File: config.mk
export PLATFORM = sky130hd
export DESIGN_NAME = hall_emulator
export DESIGN_NICKNAME = d
export VERILOG_FILES = /design/src/rtl/hall_emulator.sv
export SDC_FILE = /design/constraint.sdc
export NUM_CORES = 1
export LEC_CHECK = 0
export CAP_MARGIN = 25
export CORE_MARGIN = 4
export CORE_UTILIZATION = 30
export CTS_BUF_LIST = sky130_fd_sc_hd__clkbuf_2
export CTS_CLUSTER_DIAMETER = 50
export DETAILED_ROUTE_END_ITERATION = 7
export PLACE_DENSITY = 0.48
export SLEW_MARGIN = 20
export SYNTH_ARGS = -nofsm -noshare
export SYNTH_HDL_FRONTEND = slang
export SYNTH_SLANG_ARGS = --single-unit
File: constraint.sdc
create_clock -name clk -period 5.2 [get_ports clk]
set_input_delay 0.52 -clock clk [delete_from_list [all_inputs] [get_ports clk]]
set_output_delay 0.52 -clock clk [all_outputs]
set_load 0.05 [all_outputs]
File: src/rtl/hall_emulator.sv
// Synthetic three-phase Hall sequence source for BLDC bring-up.
// Programmable step period and direction, with revolution count and illegal-code injection.
module hall_emulator #(
  parameter int CNT_W = 24,
  parameter int REV_W = 16
) (
  input  logic             clk,
  input  logic             rst,
  input  logic             enable,
  input  logic             dir,
  input  logic [CNT_W-1:0] period,
  input  logic             inj_fault,
  input  logic             fault_code,
  output logic             Ha,
  output logic             Hb,
  output logic             Hc,
  output logic             step_strobe,
  output logic [2:0]       sector,
  output logic [REV_W-1:0] rev_count,
  output logic             fault_active
);

  typedef enum logic [1:0] {
    IDLE,
    RUN,
    FAULT
  } state_t;

  state_t           state, state_n;
  logic [CNT_W-1:0] cnt, cnt_n;
  logic [CNT_W-1:0] per, per_n, per_cl;
  logic [2:0]       idx, idx_n, idx_nx;
  logic [2:0]       code, code_n;
  logic             strobe_n, fa_n;
  logic             pend, pend_n;
  logic             fc, fc_n;
  logic [REV_W-1:0] rev_n;
  logic             boundary;

  function automatic logic [2:0] code_of(input logic [2:0] i);
    logic [2:0] c;
    unique case (i)
      3'd0:    c = 3'b100;
      3'd1:    c = 3'b110;
      3'd2:    c = 3'b010;
      3'd3:    c = 3'b011;
      3'd4:    c = 3'b001;
      default: c = 3'b101;
    endcase
    return c;
  endfunction

  // Periods below 2 would make every cycle a boundary
  assign per_cl   = (period < CNT_W'(2)) ? CNT_W'(2) : period;
  assign boundary = (cnt == per - 1'b1);

  always_comb begin
    idx_nx = idx;
    if (dir) idx_nx = (idx == 3'd5) ? 3'd0 : idx + 3'd1;
    else     idx_nx = (idx == 3'd0) ? 3'd5 : idx - 3'd1;
  end

  always_comb begin
    state_n  = state;
    cnt_n    = cnt;
    per_n    = per;
    idx_n    = idx;
    code_n   = code;
    strobe_n = 1'b0;
    fa_n     = fault_active;
    pend_n   = pend;
    fc_n     = fc;
    rev_n    = rev_count;
    unique case (state)
      IDLE: begin
        cnt_n = '0;
        if (enable) begin
          state_n = RUN;
          per_n   = per_cl;
        end
      end
      RUN, FAULT: begin
        if (!enable) begin
          state_n = IDLE;
          cnt_n   = '0;
          pend_n  = 1'b0;
          code_n  = code_of(idx);
          fa_n    = 1'b0;
        end else begin
          cnt_n = cnt + 1'b1;
          if (state == RUN && !pend && inj_fault) begin
            pend_n = 1'b1;
            fc_n   = fault_code;
          end
          if (boundary) begin
            cnt_n    = '0;
            idx_n    = idx_nx;
            per_n    = per_cl;
            strobe_n = 1'b1;
            if (idx_nx == 3'd0) rev_n = rev_count + 1'b1;
            // A pending fault replaces exactly one legal step
            if (state == RUN && pend) begin
              state_n = FAULT;
              code_n  = {3{fc}};
              fa_n    = 1'b1;
              pend_n  = 1'b0;
            end else begin
              state_n = RUN;
              code_n  = code_of(idx_nx);
              fa_n    = 1'b0;
            end
          end
        end
      end
      default: state_n = IDLE;
    endcase
  end

  always_ff @(posedge clk) begin
    if (rst) begin
      state        <= IDLE;
      cnt          <= '0;
      per          <= CNT_W'(2);
      idx          <= 3'd0;
      code         <= 3'b100;
      step_strobe  <= 1'b0;
      fault_active <= 1'b0;
      pend         <= 1'b0;
      fc           <= 1'b0;
      rev_count    <= '0;
    end else begin
      state        <= state_n;
      cnt          <= cnt_n;
      per          <= per_n;
      idx          <= idx_n;
      code         <= code_n;
      step_strobe  <= strobe_n;
      fault_active <= fa_n;
      pend         <= pend_n;
      fc           <= fc_n;
      rev_count    <= rev_n;
    end
  end

  assign {Ha, Hb, Hc} = code;
  assign sector       = idx;

endmodule
### After elaboration in Yosys (flattened, before gate mapping)

Index checks and enable logic that the tools add are counted.

* $add $sub $neg: 5
* $lt $le $gt $ge: 1
* eq/ne operators: 17
* multiplexer cells: 29
* bitwise logic cells: 2
* reductions and logical operators: 16

Operators with widths (count)
* 24-bit two-way mux: 6
* 24-bit case mux with 2 select lines: 2
* 3-bit case mux with 5 select lines: 2
* 24-bit by 1-bit adder with 24-bit output, second input constant: 1
* 24-bit equality test: 1
* 24-bit by 2-bit < comparator with 1-bit output, second input constant: 1
* 24-bit by 1-bit subtractor with 24-bit output, second input constant: 1
* 3-bit two-way mux: 6
* 16-bit by 1-bit adder with 16-bit output, second input constant: 1
* 3-bit by 2-bit equality test with 1-bit output, second input constant: 4
* 3-bit equality test, second input constant: 3
* 1-bit two-way mux: 8
* 2-bit two-way mux: 4
* 4-bit AND reduction: 2
* 3-bit by 1-bit equality test with 1-bit output, second input constant: 2
* 3-bit logical NOT: 2
* 2-bit != test, second input constant: 3
* 3-bit AND reduction: 2
* 2-bit case mux with 2 select lines: 1
* 2-bit AND reduction: 2
* 3-bit by 1-bit adder with 3-bit output, second input constant: 1
* 1-bit logical AND: 3
* 3-bit != test, second input constant: 1
* 3-bit OR reduction: 1
* other kinds (9): 10

* bits in registers: 76
* input bits: 30
* output and inout bits: 24
* word-level logic and storage cells: 80

### Longest topological paths before layout

* depth after elaboration: 8
* gate-level depth with buffers: 12
* depth with buffers taken out: 10

### Worst setup path before layout

No wires, ideal clock.

* kind: register to register
* start: reg per[0]
* end: reg per[10]
* library setup time: 0.132 ns
* arrival time: 3.454 ns
* data required time: 5.068 ns
* slack: 1.614 ns
* cell stages (with the launch flop): 13
* buffers on the path: 2
* period minus slack after synthesis: 3.586 ns
* path through: dfxtp_1 -> inv_1 -> ha_1 -> xor2_1 -> o211ai_1 -> or4_1 -> or4b_1 -> or4b_4 -> or4_4 -> buf_6 -> buf_8 -> o211ai_1 -> a21oi_1

* longest elaborated chain between the ends: 4

Ends and longest elaborated chain
* start, declared: RTL line 31 `logic [CNT_W-1:0] per, per_n, per_cl;`
* start signal, assigned: RTL line 134 `per <= per_n;`
* 24-bit by 1-bit subtractor with 24-bit output: RTL line 55 `assign boundary = (cnt == per - 1'b1);`
* 24-bit equality test: RTL line 55
* 2-bit != test (no source line)
* 4-bit AND reduction (no source line)

Every way passes these cells.
A chain may end at the register's enable or synchronous reset.

### Final worst setup path

* start: reg per[0]
* end: reg rev_count[11]

* longest elaborated chain between the ends: 3

Ends and longest elaborated chain
* 24-bit by 1-bit subtractor with 24-bit output: RTL line 55
* 24-bit equality test: RTL line 55
* 4-bit AND reduction (no source line)
* end signal, assigned: RTL line 141 `rev_count <= rev_n;`
* end, declared: RTL line 19 `output logic [REV_W-1:0] rev_count,`

Every way passes these cells.

==> summary.txt <==
Die
  – Die area: 18200 um2
  – Initial Utilization: 30.6%
  – Die width: 135 um
  – Die Ht: 135 um
  – Core area: 15800 um2
  – Number of I/O pins: 54
  – # rows: 46

Layout
  – Most frequent cells in the layout: 76 x dfxtp_1, 60 x nor2_1, 52 x clkdlybuf4s50_1, 41 x nand2_1
  – Fraction of layout cells with a size suffix above 1: 9.37%
  – Finished Core Util: 35.3%
  – Most common cell after layout, fill and taps aside: dfxtp_1
  – Antenna Cells: 0
  – Final net count: 653
  – Area delta synth->final: 15.4%

Timing
  – Final critical-path share of the clock period: 81.2%
  – Setup total negative slack: 0 ns
  – Fin Clk Skew: 0.0358 ns
  – Highest clock rate: 0.237 GHz
  – Fin crit period: 4.22 ns
  – Slew Limit Fails: 0
  – Unrepaired setup endpoints after global routing: false
  – # setup viols final: 0
  – Final hold viol count: 0
  – Tightest Pin Transition: 0.792 ns
  – Worst slew margin: 46.7%

Pwr
  – Clock share of power: 26.9%
  – Switching power: 398 uW
  – Max VDD drop: 0.0000857 V
  – Logic pwr share: 21.4%
  – P_leak: 0.00194 uW
  – Power Internal: 809 uW
  – Cell Pwr Density: 216 nW/um2
  – Seq pwr share: 51.7%
  – Sw Share: 33.0%

Global route
  – Vias in the first global route: 4258
  – GRT Total Usage: 15.2%
  – Initial antenna violation count: 0
  – Largest net degree at the start of global routing: 64
  – First-pass GRT wire length: 22100 um
  – GRT overflow: 0

Critical path
  – End of the critical path: rev_count[11]
  – R2r setup slk: 0.98 ns
  – Critical Path Start: per[0]
  – RR Endpoint: rev_count[11]
  – Worst EP required: 5.71 ns
  – Startpoint types: flip-flop
  – Reg-to-reg startpoint: per[0]
  – Critical path endpoint category: flip-flop
  – Crit path DAT: 4.73 ns
  – Critical path class: flip-flop to flip-flop
  – Worst Path Max Fanout: 17
  – Reg2reg path depth: 10

Placement
  – IO Port Bufs: 53
  – Half-perimeter wire length after placement: 9810 um
  – Final GP Congestion: 0.913

CTS
  – Post-CTS sizing: 0
  – Sink Count: 76
  – CTS clk-pin slew, worst paths: 0.23 ns
  – CTS root buf: clkbuf_2
  – Inserted Clock Buffers: 9
  – CTS Hold Bufs: 0
  – Worst skew pair latency: 0.59 ns
  – H-tree levels: 3
  – CTS max path bufs: 2
  – Post-CTS setup buffer count: 0
  – CTS tree: yes

Logic synthesis
  – Post-synth top flop: dfxtp_1
  – Yosys warns: 0
  – Mapped cell area: 4840 um2
  – Post-synth EDFFs: 0
  – Average size of a mapped cell: 8.26 um2
  – Syn nets: 624
  – Post-Synthesis Cells: 586
  – Asr flop ratio synth: 0%
  – Register area share after synthesis: 31.4%
  – Synth Register Bits: 76
  – Synth unique cells: 67

Run status
  – Status: finished clean

Drt
  – Routed len/inst: 16.1 um
  – Detailed Route WL: 13400 um
  – DRC: 0
  – Vias per cell: 5.35
  – First-pass DRT Iterations: 5
  – Antenna-violating nets left: 0
  – Iteration-0 DRC count of the detailed router: 216
  – Via count: 4470

Worst hold path
  – Min-Delay Path Class: flip-flop to flip-flop

Job
  – Max_cap viols: 0
## kinds of logic after synthesis
group	Yosys count	share of synthesized area, %
and+or+nand+nor	251	28.2
AOI/OAI and AO/OA	126	20.0
DFF	76	31.4
xor gates and xnor gates	55	9.95
buffers and inverters	55	5.17
muxes	15	3.26
adders and majority gates	8	2.07
## worst min-delay path by stage
stage / startpoint / endpoint / slack (ns) / cells after the start
2_1_floorplan: per[23] / per[23] / 0.47 / 2
3_3_place_gp: code[1] / code[1] / 0.46 / 2
3_5_place_dp: code[1] / code[1] / 0.45 / 2
4_1_cts: period[4] / per[4] / 0.42 / 3
5_1_grt: period[19] / per[19] / 0.45 / 3
6_report: code[1] / code[1] / 0.48 / 2
## final cells by class
| class | instances | area, um2 |
|---|---|---|
| Clock buffer | 9 | 45.0 |
| Timing Repair Buffer | 59 | 571 |
| Clock inverter | 6 | 56.3 |
| Inverter | 14 | 52.6 |
| Tap cell | 216 | 270 |
| Fill cell | 1652 | 10200 |
| Multi-Input combinational cell | 455 | 3070 |
| Sequential cell | 76 | 1520 |
## flip-flops by register name, indices dropped and copies added, names as in the netlist
name / cells
sector: 3
pend: 1
fc: 1
cnt: 24
step_strobe: 1
state: 2
rev_count: 16
per: 24
fault_active: 1
code: 3
## power groups by stage
stage                     clock network [uW]  registers (uW)  logic [uW]
after floorplan                            0             626         190
after global placement                     0             635         256
after detailed placement                   0             636         257
after CTS                                342             624         258
after global routing                     361             628         284
final                                    325             624         258
## stage by stage
stage	cells	total power, uW	worst slack, ns	area, um2	hold WS [ns]
2_1_floorplan	586	815	1.61	4840	0.474
3_3_place_gp	820	891	1.17	5490	0.455
3_5_place_dp	820	893	1.05	5490	0.451
4_1_cts	835	1220	1.03	5590	0.419
5_1_grt	835	1270	0.568	5590	0.445
6_report	835	1210	0.979	5590	0.477
## critical path, stage by stage, from the launching register on
cell	delay, ns
dfxtp_1	0.42
inv_1	0.08
ha_1	0.27
nor4b_1	0.57
nand2_1	0.16
or4_1	0.53
a221o_1	0.40
nor4_1	0.43
nand4_1	0.57
nor3_1	0.34
mux2_2	0.37
## routing by layer
layer  vias up  wire, um  track usage, %
li1       2228         -               -
met1      2120      6170            19.2
met2        98      6280            24.5
met3        24       544            3.13
met4         0       419            7.61
met5         -         0               0
## synth_stat cells, drive strengths merged (9+ instances only)
| cell type | count | share of area, % |
|---|---|---|
| nor2 | 60 | 4.7 |
| clkbuf | 32 | 2.5 |
| nand3 | 36 | 3.7 |
| nor4 | 13 | 2.1 |
| nor2b | 10 | 1.3 |
| dfxtp | 76 | 31 |
| mux2i | 9 | 1.9 |
| or4 | 12 | 2.0 |
| xor2 | 32 | 5.8 |
| and3 | 13 | 1.7 |
| o211ai | 35 | 7.1 |
| nand4 | 17 | 2.2 |
| buf | 9 | 1.6 |
| nor3 | 13 | 1.4 |
| xnor2 | 23 | 4.2 |
| o21ai | 12 | 1.2 |
| nand2 | 41 | 3.2 |
| a21oi | 36 | 3.7 |
| inv | 14 | 1.1 |
Power figures use the tool's default switching activity.
